==> src/rtl/serial_addsub_8bit_if.sv <==
// serial_addsub_8bit_if
//   Request/result bundle for the bit-serial adder/subtractor.
//   master: drives start, sub, a, b; observes busy, done and the results.
//   slave : the arithmetic block.
//   Signals:
//     start, sub, a, b  - operation request, sampled when start=1 at an edge
//     busy, done        - operation in progress / one-cycle result-valid pulse
//     sum, cout, out    - result, carry (no-borrow on subtract), {cout, sum}
//     ovf, zero         - signed overflow, sum == 0
interface serial_addsub_8bit_if #(
    parameter int WIDTH = 8
) ();
    logic             start;
    logic             sub;
    logic [WIDTH-1:0] a;
    logic [WIDTH-1:0] b;
    logic             busy;
    logic             done;
    logic [WIDTH-1:0] sum;
    logic             cout;
    logic [WIDTH:0]   out;
    logic             ovf;
    logic             zero;

    modport master (
        output start, sub, a, b,
        input  busy, done, sum, cout, out, ovf, zero
    );

    modport slave (
        input  start, sub, a, b,
        output busy, done, sum, cout, out, ovf, zero
    );
endinterface

==> src/rtl/serial_addsub_8bit.sv <==
// serial_addsub_8bit
//   Bit-serial unsigned adder/subtractor, one bit per clock, LSB first.
//   An operation latched at edge E0 produces its result on edge E(WIDTH);
//   done is high for the following cycle.
//   Ports:
//     clk - clock, all state changes on the rising edge
//     rst - synchronous active-high reset, takes priority over start
//     bus - serial_addsub_8bit_if.slave (request + result signals)
module serial_addsub_8bit #(
    parameter int WIDTH = 8
) (
    input logic                  clk,
    input logic                  rst,
    serial_addsub_8bit_if.slave  bus
);
    localparam int            CW   = (WIDTH > 1) ? $clog2(WIDTH) : 1;
    localparam logic [CW-1:0] LAST = CW'(WIDTH - 1);

    typedef enum logic [1:0] {IDLE, RUN, DONE} state_t;

    state_t           state;
    logic [WIDTH-1:0] a_sr;
    logic [WIDTH-1:0] b_sr;
    logic [WIDTH-1:0] res_sr;
    logic [CW-1:0]    cnt;
    logic             carry;

    logic [WIDTH-1:0] sum_r;
    logic             cout_r;
    logic             ovf_r;
    logic             zero_r;
    logic             busy_r;
    logic             done_r;

    logic             bit_s;
    logic             carry_n;
    logic [WIDTH-1:0] res_n;

    // One full-adder slice; res_n is the result register after this bit.
    always_comb begin
        bit_s   = a_sr[0] ^ b_sr[0] ^ carry;
        carry_n = (a_sr[0] & b_sr[0]) | (a_sr[0] & carry) | (b_sr[0] & carry);
        res_n   = {bit_s, res_sr[WIDTH-1:1]};
    end

    always_ff @(posedge clk) begin
        if (rst) begin
            state  <= IDLE;
            a_sr   <= '0;
            b_sr   <= '0;
            res_sr <= '0;
            cnt    <= '0;
            carry  <= 1'b0;
            sum_r  <= '0;
            cout_r <= 1'b0;
            ovf_r  <= 1'b0;
            zero_r <= 1'b1;
            busy_r <= 1'b0;
            done_r <= 1'b0;
        end else begin
            case (state)
                IDLE, DONE: begin
                    done_r <= 1'b0;
                    if (bus.start) begin
                        // Subtract as a + ~b + 1: the +1 enters via the carry.
                        a_sr   <= bus.a;
                        b_sr   <= bus.sub ? ~bus.b : bus.b;
                        carry  <= bus.sub;
                        cnt    <= '0;
                        busy_r <= 1'b1;
                        state  <= RUN;
                    end else begin
                        state  <= IDLE;
                    end
                end
                RUN: begin
                    a_sr   <= a_sr >> 1;
                    b_sr   <= b_sr >> 1;
                    res_sr <= res_n;
                    carry  <= carry_n;
                    cnt    <= cnt + 1'b1;
                    if (cnt == LAST) begin
                        // carry still holds the carry into the MSB here.
                        sum_r  <= res_n;
                        cout_r <= carry_n;
                        ovf_r  <= carry ^ carry_n;
                        zero_r <= (res_n == '0);
                        busy_r <= 1'b0;
                        done_r <= 1'b1;
                        state  <= DONE;
                    end
                end
                default: begin
                    busy_r <= 1'b0;
                    done_r <= 1'b0;
                    state  <= IDLE;
                end
            endcase
        end
    end

    assign bus.busy = busy_r;
    assign bus.done = done_r;
    assign bus.sum  = sum_r;
    assign bus.cout = cout_r;
    assign bus.out  = {cout_r, sum_r};
    assign bus.ovf  = ovf_r;
    assign bus.zero = zero_r;
endmodule

==> src/flat_wrapper.sv <==
// flat-port wrapper written by rule: the top's interface ports become plain ports
module serial_addsub_8bit_flat 
#(
    parameter int WIDTH = 8
)
  (clk, rst, bus_start, bus_sub, bus_a, bus_b, bus_busy, bus_done, bus_sum, bus_cout, bus_out, bus_ovf, bus_zero);
  serial_addsub_8bit_if #(.WIDTH(WIDTH)) bus_i ();
  input logic clk;
  input logic rst;
  input wire logic [$bits(bus_i.start)-1:0] bus_start;
  input wire logic [$bits(bus_i.sub)-1:0] bus_sub;
  input wire logic [$bits(bus_i.a)-1:0] bus_a;
  input wire logic [$bits(bus_i.b)-1:0] bus_b;
  output wire logic [$bits(bus_i.busy)-1:0] bus_busy;
  output wire logic [$bits(bus_i.done)-1:0] bus_done;
  output wire logic [$bits(bus_i.sum)-1:0] bus_sum;
  output wire logic [$bits(bus_i.cout)-1:0] bus_cout;
  output wire logic [$bits(bus_i.out)-1:0] bus_out;
  output wire logic [$bits(bus_i.ovf)-1:0] bus_ovf;
  output wire logic [$bits(bus_i.zero)-1:0] bus_zero;
  assign bus_i.start = bus_start;
  assign bus_i.sub = bus_sub;
  assign bus_i.a = bus_a;
  assign bus_i.b = bus_b;
  assign bus_busy = bus_i.busy;
  assign bus_done = bus_i.done;
  assign bus_sum = bus_i.sum;
  assign bus_cout = bus_i.cout;
  assign bus_out = bus_i.out;
  assign bus_ovf = bus_i.ovf;
  assign bus_zero = bus_i.zero;
  serial_addsub_8bit #(.WIDTH(WIDTH)) u_core (.clk(clk), .rst(rst), .bus(bus_i));
endmodule
==> config.mk <==
export PLATFORM = sky130hd
export DESIGN_NAME = serial_addsub_8bit_flat
export DESIGN_NICKNAME = d
export VERILOG_FILES = /design/src/rtl/serial_addsub_8bit_if.sv /design/src/rtl/serial_addsub_8bit.sv /design/src/flat_wrapper.sv
export SDC_FILE = /design/constraint.sdc
export NUM_CORES = 1
export LEC_CHECK = 0
export BUFFER_PORTS_ARGS = -buffer_cell sky130_fd_sc_hd__buf_2
export CORE_AREA = 4 4 58 81
export CTS_BUF_LIST = sky130_fd_sc_hd__clkbuf_8 sky130_fd_sc_hd__clkbuf_16
export CTS_CLUSTER_DIAMETER = 200
export DETAILED_ROUTE_END_ITERATION = 12
export DIE_AREA = 0 0 62 85
export PLACE_DENSITY = 0.72
export SLEW_MARGIN = 20
export SYNTH_ARGS = -nofsm -noshare
export SYNTH_HDL_FRONTEND = slang
export SYNTH_SLANG_ARGS = --single-unit
==> constraint.sdc <==
create_clock -name clk -period 1.5 [get_ports clk]
set_clock_uncertainty 0.1 [all_clocks]
set_input_delay 0.075 -clock clk [delete_from_list [all_inputs] [get_ports clk]]
set_output_delay 0.075 -clock clk [all_outputs]
set_load 0.02 [all_outputs]
==> impl_metrics.prom, run 1 <==
# TYPE chip_impl_metric gauge
chip_impl_metric{name="synth.yosys.seq_area_share",unit="%"} 45.07
chip_impl_info{name="crit_path_end_kind",value="register"} 1
chip_impl_metric{name="first_iter_violations",unit=""} 95
chip_impl_metric{name="synth_mux_area_share",unit="%"} 0
chip_impl_metric{name="placement.setup.worst_slack",unit="ns"} 0.04713
chip_impl_metric{name="grt_first_pass_wirelength",unit="mm"} 6.196
chip_impl_metric{name="route.final.wire_length",unit="mm"} 3.797
chip_impl_metric{name="worst-endpoint-arrival",unit="ns"} 1.62
chip_impl_metric{name="p_sw_share",unit="%"} 22.43
chip_impl_metric{name="area_of_the_core",unit="mm2"} 0.003953
chip_impl_metric{name="yosys.area_share.simple",unit="%"} 17.84
chip_impl_metric{name="postLayoutCoreUtil",unit="%"} 58.94
chip_impl_metric{name="floorplan.rows",unit=""} 27
chip_impl_info{name="cts-root-buf",value="clkbuf_8"} 1
chip_impl_metric{name="whs_path_depth",unit=""} 4
chip_impl_metric{name="peakVddDrop",unit="uV"} 1084
chip_impl_metric{name="post-route-period-util",unit="%"} 98.01
chip_impl_info{name="tritoncts",value="built"} 1
chip_impl_metric{name="area_enclosed_by_the_die_boundary",unit="mm2"} 0.005270
chip_impl_metric{name="wl_per_cell",unit="um"} 12.74
chip_impl_metric{name="synth_xor_xnor_area_share",unit="%"} 4.225
chip_impl_metric{name="aggregate_global_route_resource_usage",unit="%"} 15.12
chip_impl_info{name="status",value="finished clean"} 1
chip_impl_metric{name="final.min_clock_period",unit="ns"} 1.470
chip_impl_metric{name="max_freq",unit="MHz"} 680.2
chip_impl_metric{name="globalRouteOverflowTotal",unit=""} 0
chip_impl_metric{name="synth-compound-area-share",unit="%"} 20.39
chip_impl_metric{name="ctsHtreeMaxLevel",unit=""} 2
chip_impl_metric{name="multi_input_comb_area",unit="um2"} 845.8
chip_impl_metric{name="cts_buffers",unit=""} 5
chip_impl_metric{name="worst-slew-pin-transition",unit="ns"} 0.5750
chip_impl_metric{name="first_global_vias",unit=""} 1373
chip_impl_metric{name="synthCells",unit=""} 211
chip_impl_metric{name="post_dp_cell_area",unit="mm2"} 0.002069
chip_impl_info{name="setup.worst_path.class",value="reg2reg"} 1
chip_impl_info{name="timing.critical_path.from_type",value="register"} 1
chip_impl_metric{name="synthesis.nets",unit=""} 234
chip_impl_metric{name="clock_path_buffers",unit=""} 2
chip_impl_metric{name="place.gp.congestion",unit=""} 0.7195
chip_impl_info{name="worstReg2RegEnd",value="u_core.bus.zero"} 1
chip_impl_metric{name="yosys_register_bits",unit=""} 42
chip_impl_info{name="hp-start",value="bus_b[2]"} 1
chip_impl_metric{name="fin_area",unit="mm2"} 0.002330
chip_impl_metric{name="setup_tns",unit="ns"} 0
chip_impl_metric{name="leakagePower",unit="nW"} 0.9410
chip_impl_metric{name="final_critical_path_setup_slack",unit="ns"} 0.02980
chip_impl_metric{name="setup_viol",unit=""} 0
chip_impl_metric{name="report.final.hold_viol_count",unit=""} 0
chip_impl_metric{name="first_pass_iters",unit=""} 4
chip_impl_metric{name="initial_utilization",unit="%"} 47.20
chip_impl_metric{name="regArea",unit="um2"} 842.1
chip_impl_metric{name="detail_route.vias_per_cell",unit=""} 5.305
chip_impl_metric{name="pwr-share-clk",unit="%"} 42.1
chip_impl_metric{name="cap_viol_max_count",unit=""} 0
chip_impl_metric{name="slew_viol_final",unit=""} 0
chip_impl_metric{name="hpwlAfterDp",unit="mm"} 2.478
chip_impl_info{name="timing.hold.worst_endpoint",value="u_core.b_sr[2]"} 1
chip_impl_metric{name="clkLatencyLatePin",unit="ns"} 0.30
chip_impl_info{name="worstHoldPathType",value="in2reg"} 1
chip_impl_metric{name="worst-path-max-fanout",unit=""} 2
chip_impl_metric{name="post_synth_instance_area",unit="mm2"} 0.001866
chip_impl_metric{name="worst-r2r-setup-slack",unit="ns"} 0.03
chip_impl_metric{name="antenna-diode-count",unit=""} 0
chip_impl_metric{name="initial_antenna_violation_count",unit=""} 0
chip_impl_metric{name="placement.io_buffers",unit=""} 41
chip_impl_metric{name="slew_headroom",unit="%"} 61.66
chip_impl_metric{name="die-width",unit="um"} 62
chip_impl_metric{name="cp_data_required_time",unit="ns"} 1.65
chip_impl_metric{name="seq_power_share",unit="%"} 45.7
chip_impl_metric{name="drt.antenna.violating_nets",unit=""} 0
chip_impl_metric{name="worst_r2r_path_depth",unit=""} 4
chip_impl_metric{name="power.combinational.fraction",unit="%"} 12.3
chip_impl_metric{name="num-nets-final",unit=""} 277
chip_impl_metric{name="sink_count",unit=""} 42
chip_impl_metric{name="detailroute.via_count",unit=""} 1581
chip_impl_metric{name="detail_route.drc_violations",unit=""} 0
chip_impl_metric{name="synth.lib_cells_used.distinct",unit=""} 26
chip_impl_metric{name="synth_area_per_cell",unit="um2"} 8.841
chip_impl_info{name="critPathLaunch",value="u_core.b_sr[0]"} 1
chip_impl_metric{name="clock_pin_slew_on_the_worst_setup_and_hold_paths",unit="ns"} 0.08
chip_impl_metric{name="top_level_ports",unit=""} 42
chip_impl_metric{name="area_growth",unit="%"} 24.88
chip_impl_metric{name="fillerInstances",unit=""} 353
chip_impl_metric{name="intPower",unit="mW"} 2.026
chip_impl_metric{name="grt_max_degree",unit=""} 30
chip_impl_metric{name="power_density_relative_to_cell_area",unit="mW/mm2"} 1121
chip_impl_info{name="synth_top_family_by_area",value="compound AO/OA/AOI/OAI gates"} 1
chip_impl_metric{name="synth-warning-count",unit=""} 0
chip_impl_info{name="reg2reg_from",value="u_core.b_sr[0]"} 1
chip_impl_metric{name="die_height",unit="um"} 85
chip_impl_metric{name="synthAdderAreaFrac",unit="%"} 2.414
chip_impl_metric{name="final_layout_size_suffix_gt1_share",unit="%"} 29.41
chip_impl_metric{name="netsw",unit="mW"} 0.5857
[how the worst max path moves through the flow]
stage / endpoint / slack (ns) / depth (start not counted)
2_1_floorplan: u_core.bus.sum[4] / 0.07 / 6
3_3_place_gp: u_core.bus.zero / 0.08 / 4
3_5_place_dp: u_core.bus.zero / 0.05 / 4
4_1_cts: u_core.bus.zero / 0.03 / 4
5_1_grt: u_core.bus.zero / -0.04 / 4
6_report: u_core.bus.zero / 0.03 / 4
[per-layer routing]
metal	share of wire (%)	track usage [%]	wire (um)	vias to the layer above
li1	-	-	-	801
met1	43	18.76	1630	723
met2	48	23.87	1840	50
met3	6.7	4.718	253	7
met4	1.9	5.598	72	0
met5	0	0	0	-
[per-stage QoR]
stage | hold WS (ns) | instances | power, mW
after floorplan | 0.1110 | 211 | 1.426
after global placement | 0.2204 | 279 | 1.499
after detailed placement | 0.2262 | 279 | 1.507
after CTS | 0.06920 | 297 | 2.624
after global routing | 0.07911 | 298 | 2.712
final | 0.07016 | 298 | 2.612
[power groups by stage]
stage	sequential (mW)	clock (mW)	combinational, mW
final	1.19	1.10	0.321
after global routing	1.20	1.16	0.353
after CTS	1.19	1.12	0.309
after detailed placement	1.22	0	0.289
after global placement	1.22	0	0.284
after floorplan	1.21	0	0.212
[cell families after synthesis]
logic type,after synthesis
xor+xnor,9
simple gates,74
flops,42
fa+ha+maj,3
compound gates,56
buf+inv,27
[cell type report]
class / instances / share of cell area (%)
clock buffer: 6 / 3.545
clock inverter: 2 / 2.578
multi-input combinational: 142 / 36.31
sequential: 42 / 36.14
tap: 43 / 2.309
timing repair buffer: 63 / 19.12
[synthesized netlist by cell type (all sizes together)]
cell type	number	area [um2]
a211oi	1	7.510
a21oi	38	190.2
a22oi	15	167.7
and2b	1	7.510
and3b	1	8.760
buf	21	165.2
clkbuf	6	22.52
dfxtp	42	840.8
fa	1	20.02
ha	2	25.02
nand2	38	142.6
nand2b	3	18.77
nand3	21	105.1
nand3b	1	7.510
nor2	5	18.77
nor2b	1	6.260
nor3	1	5.000
nor4	2	12.51
o21a	1	7.510
o21bai	1	7.510
xnor2	1	8.760
xor2	8	70.07
[registers in the layout (all words and copies together), names as in the netlist]
signal / flops
u_core.a_sr: 8
u_core.carry: 1
u_core.state: 2
u_core.bus.ovf: 1
u_core.bus.zero: 1
u_core.bus.busy: 1
u_core.cnt: 3
u_core.b_sr: 8
u_core.bus.sum: 8
u_core.res_sr: 7
u_core.bus.cout: 1
u_core.bus.done: 1
[worst max-delay path: stages (launching register included)]
cell	delay, ns
dfxtp_1	0.33
fa_1	0.52
nor4_2	0.31
nand3_1	0.10
nand2_1	0.07
[cells in the final DEF, fill, tap and decap left out, drive strengths merged, types with 2 or more instances in the layout]
cell type,synthesis,routed
a21oi,38,38
a22oi,15,15
buf,21,53
bufinv,0,2
clkbuf,6,6
dfxtp,42,42
dlygate4sd3,0,10
ha,2,2
nand2,38,38
nand2b,3,3
nand3,21,21
nor2,5,5
nor4,2,2
xor2,8,8
[repair_timing]
| item | in CTS | in global routing |
|---|---|---|
| endpoints found under the setup margin | 0 | 10 |
| hold endpoints to repair | 10 | 0 |
| buffers inserted | 0 | 1 |
| resized for setup | 0 | 3 |
| hold buffers | 10 | 0 |
Power figures use the tool's default switching activity.
==> run 2, diff against run 1 <==
--- a/config.mk
+++ b/config.mk
@@ -11,7 +11,7 @@
 export CTS_CLUSTER_DIAMETER = 200
 export DETAILED_ROUTE_END_ITERATION = 12
 export DIE_AREA = 0 0 62 85
-export PLACE_DENSITY = 0.72
+export PLACE_DENSITY_LB_ADDON = 0.08
 export SLEW_MARGIN = 20
 export SYNTH_ARGS = -nofsm -noshare
 export SYNTH_HDL_FRONTEND = slang
==> run 2 against run 1 <==
Effect of this change: critical path depth shrank 1; via count grew 0.51%; worst setup slack better by 0.043 ns; total power fell by 8.5%; routed wire length is 6.2% higher; die area is the same; global-route usage grew 1.3 points; cell count shrank 1.0%; first-iteration DRC count is 44% lower; sequential share of layout area up 0.66 points; largest cell class unchanged.
==> impl_metrics.prom, run 2 (synthesized netlist as in run 1, its figures left out) <==
# TYPE chip_impl_metric gauge
chip_impl_info{name="status",value="finished clean"} 1
chip_impl_metric{name="placement.io_buffers",unit=""} 41
chip_impl_metric{name="worst-slew-pin-transition",unit="ns"} 0.4608
chip_impl_metric{name="area_growth",unit="%"} 22.47
chip_impl_metric{name="area_enclosed_by_the_die_boundary",unit="mm2"} 0.005270
chip_impl_metric{name="sink_count",unit=""} 42
chip_impl_metric{name="setup_tns",unit="ns"} 0
chip_impl_metric{name="post-route-period-util",unit="%"} 95.13
chip_impl_metric{name="globalRouteOverflowTotal",unit=""} 0
chip_impl_metric{name="die_height",unit="um"} 85
chip_impl_info{name="setup.worst_path.class",value="reg2reg"} 1
chip_impl_metric{name="antenna-diode-count",unit=""} 0
chip_impl_metric{name="leakagePower",unit="nW"} 0.9129
chip_impl_metric{name="slew_viol_final",unit=""} 0
chip_impl_metric{name="multi_input_comb_area",unit="um2"} 869.6
chip_impl_metric{name="grt_max_degree",unit=""} 30
chip_impl_metric{name="route.final.wire_length",unit="mm"} 4.031
chip_impl_metric{name="initial_utilization",unit="%"} 47.20
chip_impl_metric{name="top_level_ports",unit=""} 42
chip_impl_metric{name="first_global_vias",unit=""} 1558
chip_impl_metric{name="floorplan.rows",unit=""} 27
chip_impl_metric{name="die-width",unit="um"} 62
chip_impl_metric{name="post-place-cells",unit=""} 277
chip_impl_metric{name="final_layout_size_suffix_gt1_share",unit="%"} 28.97
chip_impl_metric{name="first_pass_iters",unit=""} 4
chip_impl_metric{name="drt.antenna.violating_nets",unit=""} 0
chip_impl_metric{name="report.final.hold_viol_count",unit=""} 0
chip_impl_metric{name="area_of_the_core",unit="mm2"} 0.003953
chip_impl_info{name="worstHoldPathType",value="in2reg"} 1
chip_impl_metric{name="worst-path-max-fanout",unit=""} 3
chip_impl_metric{name="detail_route.drc_violations",unit=""} 0
chip_impl_info{name="reg2reg_from",value="u_core.a_sr[0]"} 1
chip_impl_metric{name="wl_per_cell",unit="um"} 13.66
chip_impl_metric{name="first_iter_violations",unit=""} 53
chip_impl_info{name="final_cell_mix",value="dfxtp_1 (42), buf_2 (41), nand2_1 (38), a21oi_1 (37), nand3_1 (21)"} 1
chip_impl_metric{name="whs_path_depth",unit=""} 3
chip_impl_metric{name="slew_headroom",unit="%"} 69.28
chip_impl_metric{name="cp_data_required_time",unit="ns"} 1.60
chip_impl_metric{name="worst_r2r_path_depth",unit=""} 3
chip_impl_metric{name="clkLatencyLatePin",unit="ns"} 0.28
chip_impl_metric{name="post_dp_cell_area",unit="mm2"} 0.002042
chip_impl_metric{name="cap_viol_max_count",unit=""} 0
chip_impl_metric{name="regArea",unit="um2"} 840.8
chip_impl_metric{name="clock_path_buffers",unit=""} 2
chip_impl_metric{name="aggregate_global_route_resource_usage",unit="%"} 16.44
chip_impl_metric{name="fin_area",unit="mm2"} 0.002285
chip_impl_metric{name="ctsHtreeMaxLevel",unit=""} 2
chip_impl_info{name="cts-root-buf",value="clkbuf_8"} 1
chip_impl_info{name="critical_path.endpoint",value="u_core.bus.ovf"} 1
chip_impl_metric{name="initial_antenna_violation_count",unit=""} 0
chip_impl_info{name="crit_path_end_kind",value="register"} 1
chip_impl_metric{name="grt_first_pass_wirelength",unit="mm"} 6.796
chip_impl_metric{name="setup_viol",unit=""} 0
chip_impl_metric{name="worst-endpoint-arrival",unit="ns"} 1.53
chip_impl_metric{name="detailroute.via_count",unit=""} 1589
chip_impl_metric{name="clock_pin_slew_on_the_worst_setup_and_hold_paths",unit="ns"} 0.08
chip_impl_metric{name="place.gp.congestion",unit=""} 0.7554
chip_impl_metric{name="fillerInstances",unit=""} 368
chip_impl_info{name="unrepaired_setup_endpoints_after_global_routing",value="false"} 1
chip_impl_info{name="worstReg2RegEnd",value="u_core.bus.ovf"} 1
chip_impl_metric{name="num-nets-final",unit=""} 275
chip_impl_metric{name="final_cells",unit=""} 295
chip_impl_metric{name="max_freq",unit="MHz"} 700.8
chip_impl_metric{name="worst-r2r-setup-slack",unit="ns"} 0.07
chip_impl_metric{name="detail_route.vias_per_cell",unit=""} 5.386
chip_impl_metric{name="hpwlAfterDp",unit="mm"} 2.834
chip_impl_metric{name="peakVddDrop",unit="uV"} 790.0
chip_impl_info{name="timing.critical_path.from_type",value="register"} 1
chip_impl_info{name="critPathLaunch",value="u_core.a_sr[0]"} 1
chip_impl_info{name="layout_commonest_cell",value="dfxtp_1"} 1
chip_impl_metric{name="power_density_relative_to_cell_area",unit="mW/mm2"} 1046
chip_impl_info{name="tritoncts",value="built"} 1
chip_impl_metric{name="cts_buffers",unit=""} 5
chip_impl_metric{name="final.min_clock_period",unit="ns"} 1.427
run 2: cell types whose count changed in the layout (fill, tap and decap cells not counted), sizes merged:
cell         previous run  this run
buf                    53        51
and3b                   1         2
bufinv                  2         1
dlygate4sd3            10         9
run 2: worst min-delay path by stage:
stage | start | slack (ns) | endpoint
6_report | bus_start | 0.02 | u_core.bus.busy
5_1_grt | bus_start | 0.03 | u_core.bus.busy
4_1_cts | bus_start | 0.01 | u_core.bus.busy
3_5_place_dp | bus_a[7] | 0.23 | u_core.a_sr[7]
3_3_place_gp | bus_a[7] | 0.22 | u_core.a_sr[7]
2_1_floorplan | bus_a[7] | 0.11 | u_core.a_sr[7]
run 2: final cells by class:
class	instances	share of cell area [%]
Tap cell	43	2.355
Multi-Input combinational cell	143	38.06
Clock buffer	6	3.614
Clock inverter	1	1.314
Timing Repair Buffer	60	17.85
Sequential cell	42	36.80
run 2: worst max-delay path: stages, from the launching register on:
cell and delay, ns:
dfxtp_1 0.34, fa_1 0.50, xnor2_1 0.17, a211oi_1 0.23
run 2: through the flow:
stage	power [mW]	setup slack, ns	hold slack [ns]	utilization, %
after floorplan	1.426	0.06555	0.1110	-
after global placement	1.499	0.03352	0.2244	51.66
after detailed placement	1.512	-0.05216	0.2349	51.66
after CTS	2.412	0.02292	0.01312	57.17
after global routing	2.505	0.01105	0.02524	57.80
final	2.391	0.07301	0.02306	57.80
run 2: power by group:
| part | internal (mW) | switching, mW | total (mW) |
|---|---|---|---|
| combinational | 0.147 | 0.165 | 0.312 |
| clock | 0.532 | 0.353 | 0.886 |
| sequential | 1.16 | 0.0333 | 1.19 |
run 2: per-layer routing:
| layer | wire length (um) | part of all wire [%] | GRT usage, % |
|---|---|---|---|
| met5 | 0 | 0 | 0 |
| met4 | 36 | 0.89 | 4.440 |
| met3 | 208 | 5.2 | 3.653 |
| met2 | 2242 | 56 | 29.91 |
| met1 | 1544 | 38 | 18.16 |
run 2: what timing repair did:
item	in CTS	in global routing
hold buffers	9	0
cloned	0	1
resized for setup	2	3
pin swaps	0	2
endpoints found under the setup margin	10	8
hold endpoints to repair	9	0
buffers inserted	1	0
==> run 3, diff against run 2 <==
--- a/config.mk
+++ b/config.mk
@@ -11,6 +11,7 @@
 export CTS_CLUSTER_DIAMETER = 200
 export DETAILED_ROUTE_END_ITERATION = 12
 export DIE_AREA = 0 0 62 85
+export HOLD_SLACK_MARGIN = 0.03
 export PLACE_DENSITY_LB_ADDON = 0.08
 export SLEW_MARGIN = 20
 export SYNTH_ARGS = -nofsm -noshare
==> constraint.sdc (replaced) <==
create_clock -name clk -period 1.5 [get_ports clk]
set_clock_uncertainty 0.1 [all_clocks]
set_input_delay 0.15 -clock clk [delete_from_list [all_inputs] [get_ports clk]]
set_output_delay 0.15 -clock clk [all_outputs]
set_load 0.02 [all_outputs]
==> run 3 against run 2 <==
Effect of this change: count of clock-buffer cells in the layout unchanged; critical path depth rose by 2; worst setup slack improved by 0.011 ns; combinational power down 4%; cell count down 1.7%; via count fell by 1.1%; non-clock buffer count is 6 lower; first-iteration DRC count fell by 1.9%; design area shrank 1.9%; sequential power hardly changed; sequential share of layout area is 0.72 points higher.
==> impl_metrics.prom, run 3 (synthesized netlist as in run 1, its figures left out) <==
# TYPE chip_impl_metric gauge
chip_impl_info{name="timing.hold.worst_endpoint",value="u_core.a_sr[2]"} 1
chip_impl_metric{name="place.gp.congestion",unit=""} 0.7700
chip_impl_metric{name="critPathBufInv",unit=""} 0
chip_impl_info{name="hp-start",value="bus_a[2]"} 1
chip_impl_metric{name="worst_r2r_path_depth",unit=""} 5
chip_impl_metric{name="area_enclosed_by_the_die_boundary",unit="mm2"} 0.005270
chip_impl_metric{name="grt_first_pass_wirelength",unit="mm"} 6.520
chip_impl_info{name="crit_path_end_kind",value="register"} 1
chip_impl_metric{name="detail_route.drc_violations",unit=""} 0
chip_impl_metric{name="setup_viol",unit=""} 0
chip_impl_metric{name="max_freq",unit="MHz"} 706.3
chip_impl_metric{name="report.final.hold_viol_count",unit=""} 0
chip_impl_info{name="layout_commonest_cell",value="dfxtp_1"} 1
chip_impl_metric{name="slew_viol_final",unit=""} 0
chip_impl_metric{name="clkLatencyLatePin",unit="ns"} 0.29
chip_impl_metric{name="peakVddDrop",unit="uV"} 770.2
chip_impl_info{name="crit_path_cell_trace",value="ha_1 -> ha_2 -> and3b_2 -> nor2_1 -> a211oi_1"} 1
chip_impl_metric{name="worst-path-max-fanout",unit=""} 6
chip_impl_info{name="timing.critical_path.from_type",value="register"} 1
chip_impl_metric{name="clock_pin_slew_on_the_worst_setup_and_hold_paths",unit="ns"} 0.08
chip_impl_metric{name="slew_headroom",unit="%"} 77.29
chip_impl_metric{name="first_pass_iters",unit=""} 4
chip_impl_metric{name="aggregate_global_route_resource_usage",unit="%"} 15.87
chip_impl_metric{name="first_global_vias",unit=""} 1473
chip_impl_info{name="worstHoldPathType",value="in2reg"} 1
chip_impl_metric{name="num-nets-final",unit=""} 269
chip_impl_metric{name="hpwlAfterDp",unit="mm"} 2.702
chip_impl_metric{name="power_density_relative_to_cell_area",unit="mW/mm2"} 1151
chip_impl_metric{name="worst-slew-pin-transition",unit="ns"} 0.3407
chip_impl_metric{name="initial_antenna_violation_count",unit=""} 0
chip_impl_info{name="worst_path_max_delay_cell",value="dfxtp_1"} 1
chip_impl_metric{name="die_height",unit="um"} 85
chip_impl_metric{name="cts_buffers",unit=""} 5
chip_impl_metric{name="detail_route.vias_per_cell",unit=""} 5.417
chip_impl_metric{name="antenna-diode-count",unit=""} 0
chip_impl_metric{name="post-route-period-util",unit="%"} 94.38
chip_impl_metric{name="wl_per_cell",unit="um"} 13.45
chip_impl_metric{name="first_iter_violations",unit=""} 52
chip_impl_metric{name="post-place-cells",unit=""} 277
chip_impl_metric{name="sink_count",unit=""} 42
chip_impl_metric{name="ctsHtreeMaxLevel",unit=""} 2
chip_impl_metric{name="floorplan.rows",unit=""} 27
chip_impl_info{name="cts-root-buf",value="clkbuf_8"} 1
chip_impl_metric{name="grt_max_degree",unit=""} 30
chip_impl_metric{name="whs_path_depth",unit=""} 3
chip_impl_metric{name="area_growth",unit="%"} 20.12
chip_impl_metric{name="worst-r2r-setup-slack",unit="ns"} 0.08
chip_impl_info{name="tritoncts",value="built"} 1
chip_impl_metric{name="drt.antenna.violating_nets",unit=""} 0
chip_impl_metric{name="placement.io_buffers",unit=""} 41
chip_impl_metric{name="post_dp_cell_area",unit="mm2"} 0.002042
chip_impl_info{name="final_cell_mix",value="dfxtp_1 (42), buf_2 (41), a21oi_1 (38), nand2_1 (38), nand3_1 (21)"} 1
chip_impl_metric{name="worst-endpoint-arrival",unit="ns"} 1.52
chip_impl_metric{name="area_of_the_core",unit="mm2"} 0.003953
chip_impl_info{name="status",value="finished clean"} 1
chip_impl_metric{name="setup_tns",unit="ns"} 0
chip_impl_metric{name="die-width",unit="um"} 62
chip_impl_info{name="unrepaired_setup_endpoints_after_global_routing",value="false"} 1
chip_impl_metric{name="top_level_ports",unit=""} 42
chip_impl_metric{name="cap_viol_max_count",unit=""} 0
chip_impl_info{name="critPathTopFamily",value="adder cells"} 1
chip_impl_metric{name="cp_data_required_time",unit="ns"} 1.61
chip_impl_metric{name="final_cells",unit=""} 290
chip_impl_metric{name="final.hold.worst_slack",unit="ns"} 0.04013
chip_impl_info{name="reg2reg_from",value="u_core.cnt[0]"} 1
chip_impl_info{name="worstReg2RegEnd",value="u_core.bus.ovf"} 1
chip_impl_metric{name="clock_path_buffers",unit=""} 2
chip_impl_metric{name="timing.critical_path.slowest_cell_delay",unit="ns"} 0.35
chip_impl_metric{name="fin_area",unit="mm2"} 0.002241
chip_impl_metric{name="initial_utilization",unit="%"} 47.20
chip_impl_metric{name="final_layout_size_suffix_gt1_share",unit="%"} 29.55
chip_impl_metric{name="globalRouteOverflowTotal",unit=""} 0
chip_impl_info{name="setup.worst_path.class",value="reg2reg"} 1
chip_impl_metric{name="final.min_clock_period",unit="ns"} 1.416
chip_impl_metric{name="route.final.wire_length",unit="mm"} 3.901
chip_impl_metric{name="leakagePower",unit="nW"} 0.9019
chip_impl_metric{name="detailroute.via_count",unit=""} 1571
## run 3: cell type report
cell class	instances	area, um2
Fill cell	364	1712
Multi-Input combinational cell	143	855.8
Sequential cell	42	840.8
Timing Repair Buffer	54	347.8
Clock buffer	6	82.58
Clock inverter	2	60.06
Tap cell	43	53.80
## run 3: how the worst max path moves through the flow
stage,start,endpoint,cells past startpoint
3_5_place_dp,u_core.cnt[0],u_core.bus.ovf,5
4_1_cts,u_core.carry,u_core.bus.zero,4
2_1_floorplan,u_core.cnt[0],u_core.bus.sum[4],6
6_report,u_core.cnt[0],u_core.bus.ovf,5
3_3_place_gp,u_core.carry,u_core.bus.zero,4
5_1_grt,u_core.cnt[0],u_core.bus.zero,6
## run 3: worst min-delay path, cell delays in order
cell and delay [ns]:
buf_2 0.08, a22oi_2 0.05, a21oi_1 0.11
## run 3: power breakdown
group | leakage (nW) | switching (mW) | internal [mW]
combinational | 0.489 | 0.162 | 0.137
sequential | 0.342 | 0.0334 | 1.16
clock | 0.0714 | 0.378 | 0.710
## run 3: what timing repair did
| action | 4_1_cts | 5_1_grt |
|---|---|---|
| gates resized for setup | 2 | 1 |
| endpoints found under the hold margin | 3 | 0 |
| hold buffers | 3 | 0 |
| buffers inserted | 1 | 0 |
| setup endpoints to repair | 6 | 6 |
| pin swaps | 0 | 1 |
| cloned | 0 | 1 |
## run 3: layer usage
layer / GRT usage (%) / share of wire (%) / vias up
met5: 0 / 0 / -
met4: 5.212 / 1.6 / 0
li1: - / - / 779
met1: 18.95 / 40 / 746
met3: 4.871 / 6.1 / 7
met2: 26.13 / 52 / 39
## run 3: metrics by stage
stage               power [mW]  setup WS, ns  util (%)
global placement         1.499       0.02930     51.66
finish                   2.579       0.08426     56.70
CTS                      2.608       0.02627     56.41
global route             2.702       0.01080     56.70
floorplan                1.426       0.06555         -
detailed placement       1.512      -0.04040     51.66
